<file path="src/rtl/ram_port_arbiter_pkg.sv">
// Shared definitions for the two-requester RAM port arbiter: RAM command
// opcodes, command word width and the transaction FSM encoding.
package ram_port_arbiter_pkg;

  localparam int CMD_W = 10;

  localparam logic [1:0] OP_WR_ADDR = 2'b00;
  localparam logic [1:0] OP_WR_DATA = 2'b01;
  localparam logic [1:0] OP_RD_ADDR = 2'b10;
  localparam logic [1:0] OP_RD_DATA = 2'b11;

  typedef enum logic [2:0] {
    ST_IDLE  = 3'd0,
    ST_ADDR  = 3'd1,
    ST_WDATA = 3'd2,
    ST_RCMD  = 3'd3,
    ST_CAPT  = 3'd4
  } state_t;

endpackage

</file>
<file path="src/rtl/ram_port_arbiter_rr_arb2.sv">
// Two-input grant logic: round-robin when rr_en is high, otherwise requester 0
// has fixed priority. last_grant_q records the most recent winner.
module rr_arb2 (
  input  logic       clk,
  input  logic       rst,
  input  logic [1:0] req,
  input  logic       en_update,
  input  logic       rr_en,
  output logic [1:0] gnt
);

  logic lastGrant_q;
  logic lastGrant_d;

  always_comb begin
    gnt = 2'b00;
    unique case (req)
      2'b01:   gnt = 2'b01;
      2'b10:   gnt = 2'b10;
      2'b11:   gnt = (rr_en && !lastGrant_q) ? 2'b10 : 2'b01;
      default: gnt = 2'b00;
    endcase
  end

  always_comb begin
    lastGrant_d = lastGrant_q;
    if (en_update && (gnt != 2'b00)) begin
      lastGrant_d = gnt[1];
    end
  end

  // Resetting to 1 hands the first contention to requester 0.
  always_ff @(posedge clk) begin
    if (rst) begin
      lastGrant_q <= 1'b1;
    end else begin
      lastGrant_q <= lastGrant_d;
    end
  end

endmodule

</file>
<file path="src/rtl/ram_port_arbiter.sv">
// Shares a single-port 256x8 RAM between two requesters, turning each accepted
// read or write into the RAM's 10-bit command sequence and a per-requester response.
module ram_port_arbiter
  import ram_port_arbiter_pkg::*;
#(
  parameter int ADDR_SIZE = 8,
  parameter bit RR_EN     = 1'b1
) (
  input  logic                 clk,
  input  logic                 rst,
  input  logic                 req0_valid,
  output logic                 req0_ready,
  input  logic                 req0_we,
  input  logic [ADDR_SIZE-1:0] req0_addr,
  input  logic [7:0]           req0_wdata,
  input  logic                 req1_valid,
  output logic                 req1_ready,
  input  logic                 req1_we,
  input  logic [ADDR_SIZE-1:0] req1_addr,
  input  logic [7:0]           req1_wdata,
  output logic                 rsp0_valid,
  output logic [7:0]           rsp0_rdata,
  output logic                 rsp1_valid,
  output logic [7:0]           rsp1_rdata,
  output logic [CMD_W-1:0]     ram_din,
  output logic                 ram_rx_valid,
  input  logic [7:0]           ram_dout,
  input  logic                 ram_tx_valid,
  output logic                 busy,
  output logic                 rd_err
);

  state_t state_q, state_d;

  logic                 we_q;
  logic [ADDR_SIZE-1:0] addr_q;
  logic [7:0]           wdata_q;
  logic                 owner_q;

  logic       rsp0Valid_q, rsp1Valid_q;
  logic [7:0] rsp0Rdata_q, rsp1Rdata_q;
  logic       rdErr_q;

  logic [1:0] arbReq;
  logic [1:0] gnt;
  logic       accept;
  logic       rspFire;
  logic [7:0] rspData;
  logic [7:0] addrExt;

  // Requests are only offered to the arbiter when a new transaction can start.
  assign arbReq = {req1_valid, req0_valid} & {2{(state_q == ST_IDLE) && !rst}};
  assign accept = gnt[0] | gnt[1];

  rr_arb2 u_arb (
    .clk       (clk),
    .rst       (rst),
    .req       (arbReq),
    .en_update (accept),
    .rr_en     (RR_EN),
    .gnt       (gnt)
  );

  assign req0_ready = gnt[0];
  assign req1_ready = gnt[1];

  always_comb begin
    addrExt                = '0;
    addrExt[ADDR_SIZE-1:0] = addr_q;
  end

  always_comb begin
    state_d      = state_q;
    ram_din      = '0;
    ram_rx_valid = 1'b0;
    rspFire      = 1'b0;
    rspData      = 8'h00;
    unique case (state_q)
      ST_IDLE: begin
        if (accept) begin
          state_d = ST_ADDR;
        end
      end
      ST_ADDR: begin
        ram_rx_valid = 1'b1;
        ram_din      = {(we_q ? OP_WR_ADDR : OP_RD_ADDR), addrExt};
        state_d      = we_q ? ST_WDATA : ST_RCMD;
      end
      ST_WDATA: begin
        ram_rx_valid = 1'b1;
        ram_din      = {OP_WR_DATA, wdata_q};
        rspFire      = 1'b1;
        state_d      = ST_IDLE;
      end
      ST_RCMD: begin
        ram_rx_valid = 1'b1;
        ram_din      = {OP_RD_DATA, 8'h00};
        state_d      = ST_CAPT;
      end
      ST_CAPT: begin
        rspFire = 1'b1;
        rspData = ram_dout;
        state_d = ST_IDLE;
      end
      default: begin
        state_d = ST_IDLE;
      end
    endcase
  end

  always_ff @(posedge clk) begin
    if (rst) begin
      state_q <= ST_IDLE;
    end else begin
      state_q <= state_d;
    end
  end

  // Request fields are sampled only at accept and held for the whole transaction.
  always_ff @(posedge clk) begin
    if (rst) begin
      we_q    <= 1'b0;
      addr_q  <= '0;
      wdata_q <= 8'h00;
      owner_q <= 1'b0;
    end else if (accept) begin
      we_q    <= gnt[1] ? req1_we    : req0_we;
      addr_q  <= gnt[1] ? req1_addr  : req0_addr;
      wdata_q <= gnt[1] ? req1_wdata : req0_wdata;
      owner_q <= gnt[1];
    end
  end

  always_ff @(posedge clk) begin
    if (rst) begin
      rsp0Valid_q <= 1'b0;
      rsp1Valid_q <= 1'b0;
      rsp0Rdata_q <= 8'h00;
      rsp1Rdata_q <= 8'h00;
    end else begin
      rsp0Valid_q <= rspFire && !owner_q;
      rsp1Valid_q <= rspFire && owner_q;
      if (rspFire && !owner_q) begin
        rsp0Rdata_q <= rspData;
      end
      if (rspFire && owner_q) begin
        rsp1Rdata_q <= rspData;
      end
    end
  end

  // The RAM's valid flag is sticky, so a low value at capture means no read ever landed.
  always_ff @(posedge clk) begin
    if (rst) begin
      rdErr_q <= 1'b0;
    end else if ((state_q == ST_CAPT) && !ram_tx_valid) begin
      rdErr_q <= 1'b1;
    end
  end

  assign rsp0_valid = rsp0Valid_q;
  assign rsp1_valid = rsp1Valid_q;
  assign rsp0_rdata = rsp0Rdata_q;
  assign rsp1_rdata = rsp1Rdata_q;
  assign rd_err     = rdErr_q;
  assign busy       = (state_q != ST_IDLE);

endmodule

</file>
<file path="config.mk">
export PLATFORM = sky130hd
export DESIGN_NAME = ram_port_arbiter
export DESIGN_NICKNAME = d
export VERILOG_FILES = /design/src/rtl/ram_port_arbiter_pkg.sv /design/src/rtl/ram_port_arbiter_rr_arb2.sv /design/src/rtl/ram_port_arbiter.sv
export SDC_FILE = /design/constraint.sdc
export NUM_CORES = 1
export LEC_CHECK = 0
export BUFFER_PORTS_ARGS = -buffer_cell sky130_fd_sc_hd__buf_2
export CAP_MARGIN = 25
export CORE_ASPECT_RATIO = 1.5
export CORE_MARGIN = 2
export CORE_UTILIZATION = 42
export CTS_CLUSTER_DIAMETER = 150
export DETAILED_ROUTE_END_ITERATION = 6
export PLACE_DENSITY = 0.78
export SLEW_MARGIN = 20
export SYNTH_ARGS = -nofsm -noshare
export SYNTH_HDL_FRONTEND = slang
export SYNTH_HIERARCHICAL = 1
export SYNTH_SLANG_ARGS = --single-unit
</file>
<file path="constraint.sdc">
create_clock -name clk -period 6.4 [get_ports clk]
set_input_delay 0 -clock clk [delete_from_list [all_inputs] [get_ports clk]]
set_output_delay 0 -clock clk [all_outputs]
set_load 0.01 [all_outputs]
</file>
==> out/results.txt <==
Initial antenna violation count: 0
Final Hold Viols: 0
Mapped Cells: 178
Reg2reg setup slack: 3.85 ns
RSZ-0062 raised after global routing: no
IO Pins: 80
CTS buffer count: 5
Post-synth EDFFs: 0
Post-route ant nets: 0
DRT iter0 DRCs: 70
Layout Cells excl Fill: 326
Number of synthesized register bits: 41
Most frequent cell after synthesis: dfxtp_1
# rows: 29
Final Critical Period: 2.55 ns
Ranking of synthesized cells by area: dfxtp_1 (46%), mux2_2 (11%), mux2i_1 (9.5%)
Worst R2R End: u_arb/lastGrant_q
Pleak: 1.20 nW
Worst flop-to-flop path startpoint: state_q[2]
Mapped Nets: 225
Setup Crit Path Kind: reg2reg
Clock tree buffer depth: 2
Die area: 4820 um^2
Critical path fanouts, max: 20
CP Cell Sequence: nor4_1, and2_1, inv_1, o21a_1, or2_2, or2b_1, a41oi_1
PortBufs: 79
Fmax: 392 MHz
Setup Fix Bufs, Post-CTS: 0
Slew @ Worst Pin: 0.807 ns
Reg clk slew, reported paths: 0.08 ns
Starting Density: 43.0%
CP Launch Type: register
Fin nets: 326
Share of layout cells above drive strength 1: 39.6%
Required time worst endpoint: 6.61 ns
Post-Syn Area per Cell: 10.1 um^2
Ant diodes: 0
Routed length per placed instance: 13.2 um
Crit path arrival time: 2.75 ns
VDD IR max: 0.190 mV
Largest net degree at the start of global routing: 31
Placer congestion estimate: 0.735
CTS Root Cell: clkbuf_8
Synth unique cells: 31
Max incr delay on CP: 0.49 ns
Total number of vias: 1693
Setup TNS Final: 0 ns
Min-delay src: req0_wdata[6]
Vias per cell: 5.19
Total DRC errors in the routed layout: 0
YS warnings: 6
Placed Cells: 292
First-pass GRT wire length: 7.26 mm
DRT Pass-1 Iters: 4
Clock H-tree levels: 2
Worst R2R Path Depth: 7
Die Ht: 84.1 um
Post-Route Utilization: 61.0%
DP Wirelength: 2.97 mm
Die X: 57.4 um
Period utilization: 39.8%
Vias in the first global route: 1685
CTS tree: done
CP endpoint kind: register
CTS sink cnt: 41
Cell accounting for the most synthesized area: dfxtp_1
Area of the mapped netlist: 1790 um^2
Worst Hold Slack: 0.0635 ns
Share of synthesized area occupied by flip-flops and latches: 45.7%
Hold endpoint: wdata_q[6]
Synth top cells by count: dfxtp_1 (41), nor2_1 (30), mux2_2 (17), mux2i_1 (17), a22o_1 (16)
GR Overflow Total: 0
Top Family by Delay on Critical Path: simple AND/OR/NAND/NOR gates
Clock Latency Late Sink: 0.29 ns
Skew final: 0.00810 ns
DRT Wirelength: 4.31 mm
Hold crit path type: in2reg
Top-area cell type share of the netlist area: 45.7%
Final setup fails: 0
Filler cells: 360
Hold Path Depth: 4
Ys async rst share: 0%
WP buf/inv: 1
FF+latch area: 821 um^2
Max-slew violations: 0
Area grow syn2layout: 41.9%
Multi-input gate area: 903 um^2
Slowest CP cell: dfxtp_1
Max-cap violations: 0
Power per Cell Area: 217 nW/um^2
GRT Util Overall: 19.0%
Rel. slew slack: 46.2%
Core ar.: 4170 um^2
Primary FF master, synth: dfxtp_1
Run status: completed
==> sequential cells by signal, summed over array words and instances, names as in the netlist <==
name and flops:
addrExt 8, rsp0_rdata 8, rsp1_rdata 8, wdata_q 8, state_q 3, owner_q 1
rd_err 1, rsp0_valid 1, rsp1_valid 1, u_arb/lastGrant_q 1, we_q 1
==> cell type report <==
type                    instances  share of cell area, %
clock inverters                 2                  0.393
repair buffers                106                   26.0
well taps                      46                   2.26
multi-input cells             120                   35.5
clock buffers                   6                   2.85
inverters                       5                  0.737
flip-flops and latches         41                   32.2
==> logic make-up after synthesis <==
| family | share of synthesized area (%) |
|---|---|
| AOI/OAI and AO/OA | 15.6 |
| xor gates and xnor gates | 0.488 |
| DFF | 45.7 |
| and+or+nand+nor | 13.7 |
| buffers and inverters | 4.11 |
| other | 0.209 |
| muxes | 20.2 |
==> layout by cell type, fill, tap and decap left out, types with 2 or more instances in the layout <==
cell type      synthesis  routed
buf_2                  5      79
dfxtp_1               41      41
nor2_1                30      30
dlygate4sd3_1          0      26
mux2_2                17      17
mux2i_1               17      17
a22o_1                16      16
a22oi_1                8       8
inv_1                  5       5
clkbuf_8               0       5
nor4_1                 4       4
a21oi_1                4       3
nor2b_1                2       2
a211oi_1               2       2
and2_1                 2       2
nand2b_1               2       2
nand2_1                2       2
clkinv_2               0       2
==> stage by stage <==
stage / area [um^2] / total power, mW / setup WS [ns]
2_1_floorplan: 1790 / 0.353 / 4.27
3_3_place_gp: 2200 / 0.385 / 3.95
3_5_place_dp: 2200 / 0.388 / 3.82
4_1_cts: 2550 / 0.558 / 3.82
5_1_grt: 2550 / 0.582 / 3.61
6_report: 2550 / 0.552 / 3.85
==> layer usage <==
| metal | part of all wire (%) | track usage [%] | vias to the layer above |
|---|---|---|---|
| met5 | 0 | 0 | - |
| met3 | 6.5 | 5.74 | 8 |
| met4 | 1.5 | 6.13 | 0 |
| li1 | - | - | 839 |
| met2 | 51 | 33.6 | 61 |
| met1 | 41 | 20.9 | 785 |
==> worst max-delay path by stage <==
stage | end | cells past startpoint | from
2_1_floorplan | addrExt[0] | 9 | state_q[2]
3_3_place_gp | addrExt[2] | 7 | state_q[2]
3_5_place_dp | u_arb/lastGrant_q | 7 | state_q[2]
4_1_cts | u_arb/lastGrant_q | 7 | state_q[2]
5_1_grt | u_arb/lastGrant_q | 7 | state_q[2]
6_report | u_arb/lastGrant_q | 7 | state_q[2]
==> worst register-to-register path, delay by kind of cell, from the launching register on <==
kind	cells	cell delay, ns
flip-flops	1	0.49
buffers and inverters	1	0.07
AND/OR/NAND/NOR	4	1.24
AO/OA/AOI/OAI	2	0.67
==> power by group <==
group          internal, mW  leakage, nW  switching, mW
Combinational        0.0607        0.817         0.0531
Clock                0.0755       0.0450         0.0835
Sequential            0.269        0.333         0.0105
Total                 0.405         1.20          0.147
==> repair_timing <==
action                                 4_1_cts  5_1_grt
hold buffers                                26        0
resized for setup                            0        0
endpoints found under the hold margin       34        0
Power figures use the tool's default switching activity.
